==> config.mk <==
export PLATFORM = sky130hd
export DESIGN_NAME = riscv_multicycle_control
export DESIGN_NICKNAME = d
export VERILOG_FILES = /design/src/rtl/riscv_multicycle_control.sv
export SDC_FILE = /design/constraint.sdc
export NUM_CORES = 1
export LEC_CHECK = 0
export BUFFER_PORTS_ARGS = -buffer_cell sky130_fd_sc_hd__buf_4
export CAP_MARGIN = 20
export CORE_UTILIZATION = 30
export DETAILED_ROUTE_END_ITERATION = 10
export SLEW_MARGIN = 10
export SYNTH_ARGS = -nofsm -noshare
export SYNTH_HDL_FRONTEND = slang
export SYNTH_SLANG_ARGS = --single-unit
==> constraint.sdc <==
create_clock -name clk -period 1.7 [get_ports clk]
set_input_delay 0.17 -clock clk [delete_from_list [all_inputs] [get_ports clk]]
set_output_delay 0.17 -clock clk [all_outputs]
set_load 0.005 [all_outputs]
==> src/rtl/riscv_multicycle_control.sv <==
// riscv_multicycle_control: multi-cycle RV32I control FSM with memory handshake and trapping.
// Ports:
//   clk, rst_n      clock and asynchronous active-low reset
//   opcode          IR[6:0], captured in DECODE
//   mem_ready       memory completes the current request (FETCH/MEM only)
//   trap_clear      leave TRAP (ignored elsewhere)
//   mem_req, i_or_d, mem_read, mem_write, ir_write       memory port / IR control
//   pc_write, branch, jump, reg_write, mem_to_reg, alu_src, alu_op   datapath control
//   trap, trap_cause, state_dbg                          status
module riscv_multicycle_control #(
    parameter int ALUOP_W         = 2,
    parameter int MEM_TIMEOUT     = 15,
    parameter int TRAP_ON_ILLEGAL = 1
) (
    input  logic               clk,
    input  logic               rst_n,
    input  logic [6:0]         opcode,
    input  logic               mem_ready,
    input  logic               trap_clear,
    output logic               mem_req,
    output logic               i_or_d,
    output logic               mem_read,
    output logic               mem_write,
    output logic               ir_write,
    output logic               pc_write,
    output logic               branch,
    output logic               jump,
    output logic               reg_write,
    output logic               mem_to_reg,
    output logic               alu_src,
    output logic [ALUOP_W-1:0] alu_op,
    output logic               trap,
    output logic [1:0]         trap_cause,
    output logic [2:0]         state_dbg
);
    typedef enum logic [2:0] {
        S_IDLE = 3'd0, S_FETCH = 3'd1, S_DECODE = 3'd2, S_EXEC = 3'd3,
        S_MEM = 3'd4, S_WB = 3'd5, S_TRAP = 3'd6
    } state_t;

    localparam logic [6:0] OP_R      = 7'b0110011;
    localparam logic [6:0] OP_I      = 7'b0010011;
    localparam logic [6:0] OP_LOAD   = 7'b0000011;
    localparam logic [6:0] OP_STORE  = 7'b0100011;
    localparam logic [6:0] OP_BRANCH = 7'b1100011;
    localparam logic [6:0] OP_LUI    = 7'b0110111;
    localparam logic [6:0] OP_AUIPC  = 7'b0010111;
    localparam logic [6:0] OP_JAL    = 7'b1101111;
    localparam logic [6:0] OP_JALR   = 7'b1100111;

    // Counter only needs to reach MEM_TIMEOUT; keep one bit when the timeout is disabled.
    localparam int CW = (MEM_TIMEOUT > 0) ? $clog2(MEM_TIMEOUT + 1) : 1;

    function automatic logic legal(input logic [6:0] o);
        return o == OP_R || o == OP_I || o == OP_LOAD || o == OP_STORE || o == OP_BRANCH ||
               o == OP_LUI || o == OP_AUIPC || o == OP_JAL || o == OP_JALR;
    endfunction

    state_t          state, state_next;
    logic [6:0]      opcode_q;
    logic [CW-1:0]   cnt;
    logic [1:0]      cause_next;
    logic            timeout;
    logic            is_load, is_store, is_jump, is_branch;
    logic [2:0]      aop;

    assign is_load   = opcode_q == OP_LOAD;
    assign is_store  = opcode_q == OP_STORE;
    assign is_branch = opcode_q == OP_BRANCH;
    assign is_jump   = opcode_q == OP_JAL || opcode_q == OP_JALR;
    assign timeout   = (MEM_TIMEOUT != 0) && (cnt == CW'(MEM_TIMEOUT));

    always_ff @(posedge clk or negedge rst_n) begin
        if (!rst_n) begin
            state      <= S_IDLE;
            opcode_q   <= '0;
            cnt        <= '0;
            trap_cause <= 2'b00;
        end else begin
            state      <= state_next;
            trap_cause <= cause_next;
            opcode_q   <= (state == S_DECODE) ? opcode : opcode_q;
            // Counts waiting cycles; any state change (including entry) restarts it.
            cnt        <= (state_next == state && (state == S_FETCH || state == S_MEM)) ? cnt + 1'b1 : '0;
        end
    end

    always_comb begin
        state_next = state;
        cause_next = trap_cause;
        case (state)
            S_IDLE:   state_next = S_FETCH;
            S_FETCH: begin
                if (mem_ready) state_next = S_DECODE;
                else if (timeout) begin
                    state_next = S_TRAP;
                    cause_next = 2'b10;
                end
            end
            S_DECODE: begin
                if (TRAP_ON_ILLEGAL != 0 && !legal(opcode)) begin
                    state_next = S_TRAP;
                    cause_next = 2'b01;
                end else state_next = S_EXEC;
            end
            S_EXEC:   state_next = (is_branch || is_jump) ? S_FETCH : (is_load || is_store) ? S_MEM : S_WB;
            S_MEM: begin
                if (mem_ready) state_next = is_load ? S_WB : S_FETCH;
                else if (timeout) begin
                    state_next = S_TRAP;
                    cause_next = 2'b11;
                end
            end
            S_WB:     state_next = S_FETCH;
            S_TRAP: begin
                if (trap_clear) begin
                    state_next = S_FETCH;
                    cause_next = 2'b00;
                end
            end
            default:  state_next = S_IDLE;
        endcase
    end

    always_comb begin
        mem_req    = state == S_FETCH || state == S_MEM;
        i_or_d     = state == S_MEM;
        mem_read   = state == S_FETCH || (state == S_MEM && is_load);
        mem_write  = state == S_MEM && is_store;
        ir_write   = state == S_FETCH && mem_ready;
        branch     = state == S_EXEC && is_branch;
        jump       = state == S_EXEC && is_jump;
        pc_write   = (state == S_EXEC && is_jump) || (state == S_MEM && is_store && mem_ready) || state == S_WB;
        reg_write  = (state == S_EXEC && is_jump) || (state == S_WB && legal(opcode_q));
        mem_to_reg = state == S_WB && is_load;
        alu_src    = state == S_MEM || (state == S_EXEC && (is_load || is_store || opcode_q == OP_I ||
                     opcode_q == OP_LUI || opcode_q == OP_AUIPC || opcode_q == OP_JALR));
        // Bit 2 flags immediate arithmetic; it is dropped when alu_op is only two bits wide.
        aop        = state == S_MEM ? 3'b010 :
                     state != S_EXEC ? 3'b000 :
                     opcode_q == OP_R ? 3'b000 :
                     opcode_q == OP_I ? 3'b100 :
                     is_branch ? 3'b001 : 3'b010;
        alu_op     = ALUOP_W'(aop);
        trap       = state == S_TRAP;
        state_dbg  = state;
    end
endmodule

==> run_results.csv <==
group,metric,value,unit
setup_path,start_kind,"flop",
clocking,cts_root_buf,"clkbuf_8",
routing,drc,0,
timing,final.setup.tns,-0.351,ns
clocking,htree_levels,1,
floorplan,io_pins,30,
routing,dr.pass1.iters,4,
timing,layout_min_cycle_time,1.82,ns
setup_path,crit_required,1.53,ns
clocking,cts_tree,"built",
setup_path,worstSetupEndpointType,"output pin",
timing,rsz0062_at_grt,"yes",
synth,synth_ff_type,"dfrtp_1",
synth,synth.distinct_cells,44,
layout,regArea,409,sq um
power_and_ir_drop,p_total,2.66,mW
routing,wl_per_cell,14.0,microns
floorplan,fp.coreArea,0.00366,sq mm
synth,synth_edf_count,0,
layout,utilization,49.9,%
status,status,"complete, but fails checks",
layout,nets,198,
place,placedInstanceArea,0.00147,sq mm
layout,stdcell_area,0.00183,sq mm
place,dpl.hpwl,2310,microns
floorplan,die_w,63.7,microns
clocking,cts.clk_slew.worst_paths,0.06,ns
synth,synth-seq-cells,16,
place,port_buffers,29,
timing,hold_viol_final,0,
power_and_ir_drop,switching_power,1.06,mW
synth,synth_common_cells,"dfrtp_1, nand2_1, nor2_1",
timing,setup_viol,7,
global_routing,gr-total-overflow,0,
synth,synth.top_cell.area_share,35.1,%
layout,multi_input_area,792,sq um
power_and_ir_drop,seqPwrFrac,27.3,%
global_routing,gr-usage-all-layers,16.1,%
synth,synth_area,0.00114,sq mm
synth,synth_cells,126,
clocking,clk_latency,0.25,ns
layout,fill_cells,342,
synth,yosys_warnings,0,
timing,finalCritPeriodShare,107,%
synth,synth-async-reset-ratio,100,%
layout,num_antenna_cells,0,
synth,synth_largest_area_cell,"dfrtp_1",
power_and_ir_drop,intPower,1.60,mW
timing,finClkSkew,0.00122,ns
synth,synth.most_common_cell,"dfrtp_1",
routing,drt-total-wl,3270,microns
setup_path,worst-setup-path-type,"flop to output pin",
worst_hold_path,hp-class,"input pin to flop",
place,place_congestion,0.789,
timing,final_max_slew_viol_count,0,
power_and_ir_drop,pwr-share-comb,59.9,%
power_and_ir_drop,leakagePower,0.801,nW
clocking,cts_buffer_depth,2,
setup_path,critPathMaxFanout,5,
routing,drtIter0Drc,60,
timing,tightest_slew,0.422,ns
routing,postRouteAntennaNets,0,
global_routing,grt_pass1_vias,1120,
clocking,clock-sinks,16,
global_routing,antenna_found_initial,0,
layout,drive_gt1_share,59.5,%
clocking,cts_buffers,3,
timing,fin_ws,-0.118,ns
flow_run,maxCapViolCount,0,
global_routing,grt_pass1_wl,5150,microns
layout,area_growth_syn_to_layout,60.0,%
power_and_ir_drop,p_per_area,1460,mW/mm^2
routing,vias,1189,
place,dp_slack,0.0198,ns
power_and_ir_drop,ir_worst_vdd,0.346,mV
synth,yosysSeqAreaShare,35.1,%
timing,relSlewSlack,71.6,%
status,violations,"setup timing",
global_routing,grt_max_degree,17,
routing,via_per_inst,5.10,
floorplan,initial_core_util,31.2,%
synth,synth.net_count,138,
timing,max_freq,550,MHz
floorplan,die-area,0.00405,sq mm
synth,synth.avg_cell_area,9.06,sq um
power_and_ir_drop,clock_power_share,12.8,%
floorplan,die_h,63.7,microns
setup_path,arrival,1.65,ns
floorplan,rows,22,
power_and_ir_drop,sw_frac_of_total,39.8,%
synth,ys_top_cells_by_area,"dfrtp_1, mux2_2, a21oi_1",
## cell usage in the layout, fill, tap and decap left out, types with 3 or more instances in the layout
| cell type | n |
|---|---|
| buf_4 | 56 |
| nor2_1 | 9 |
| dfrtp_1 | 9 |
| nand2_1 | 7 |
| a21oi_1 | 7 |
| dfrtp_2 | 7 |
| nor3_1 | 6 |
| mux2_2 | 6 |
| buf_6 | 5 |
| o21ai_0 | 4 |
| clkbuf_8 | 4 |
| inv_2 | 3 |
| inv_1 | 3 |
| nand3_1 | 3 |
## registers in the layout, indices dropped and copies added, names as in the netlist
signal      count
state_dbg       3
opcode_q        7
cnt             4
trap_cause      2
## metrics by stage
stage | hold WS [ns] | std cells
floorplan | -0.126 | 126
CTS | 0.148 | 224
global route | 0.168 | 233
global placement | 0.0405 | 212
detailed placement | 0.0417 | 212
finish | 0.142 | 233
## worst max-delay path, cell delays in order (launching register included)
cell and delay (ns):
dfrtp_2 0.45, nand4bb_4 0.22, buf_6 0.15, nor4_4 0.31, nand2_1 0.08, nand2_1 0.08
buf_4 0.10
## logic make-up (layout without fill, tap and decap cells)
family / Yosys count / after routing / share of synthesized area, %
AO/OA/AOI/OAI: 30 / 30 / 16.6
adder cells (fa/ha/maj): 1 / 1 / 1.10
AND/OR/NAND/NOR: 59 / 59 / 32.5
flip-flops: 16 / 16 / 35.1
XOR/XNOR: 1 / 1 / 0.768
multiplexers: 6 / 6 / 5.92
buffers and inverters: 13 / 72 / 8.11
## metal layers
| layer | GRT usage [%] | share of wire, % | vias up |
|---|---|---|---|
| met5 | 0 | 0 | - |
| met4 | 6.25 | 0.83 | 0 |
| met3 | 1.27 | 2.8 | 2 |
| met2 | 28.9 | 54 | 26 |
| met1 | 19.8 | 43 | 580 |
| li1 | - | - | 581 |
## power groups by stage
stage          clock network (mW)  registers (mW)  logic, mW
6_report                    0.340           0.728       1.60
5_1_grt                     0.365           0.751       1.73
4_1_cts                     0.347           0.690       1.35
3_5_place_dp                    0           0.689       1.13
3_3_place_gp                    0           0.679       1.11
2_1_floorplan                   0           0.650      0.720
## layout make-up
type                            instances  share of cell area (%)
Multi-Input combinational cell         97                    43.4
Timing Repair Buffer                   62                    26.7
Sequential cell                        16                    22.4
Tap cell                               48                    3.29
Clock buffer                            4                    3.02
Inverter                                6                    1.23
## final timing paths
path,start,endpoint,slack [ns],cells past startpoint
setup / recovery,opcode_q[2],pc_write,-0.12,6
hold / removal,opcode[4],opcode_q[4],0.14,3
setup reg to reg,cnt[1],state_dbg[0],0.05,5
hold reg to reg,trap_cause[1],trap_cause[1],0.58,2
max in group asynchronous,rst_n,opcode_q[2],1.19,2
min in group asynchronous,rst_n,state_dbg[0],0.31,2
## repair_timing
| item | 4_1_cts | 5_1_grt |
|---|---|---|
| resized for setup | 18 | 29 |
| setup buffers | 7 | 9 |
| hold buffers | 1 | 0 |
| pin swaps | 5 | 6 |
| endpoints found under the hold margin | 16 | 0 |
| setup endpoints to repair | 8 | 23 |
No activity file was read; power rests on OpenSTA's default activity.
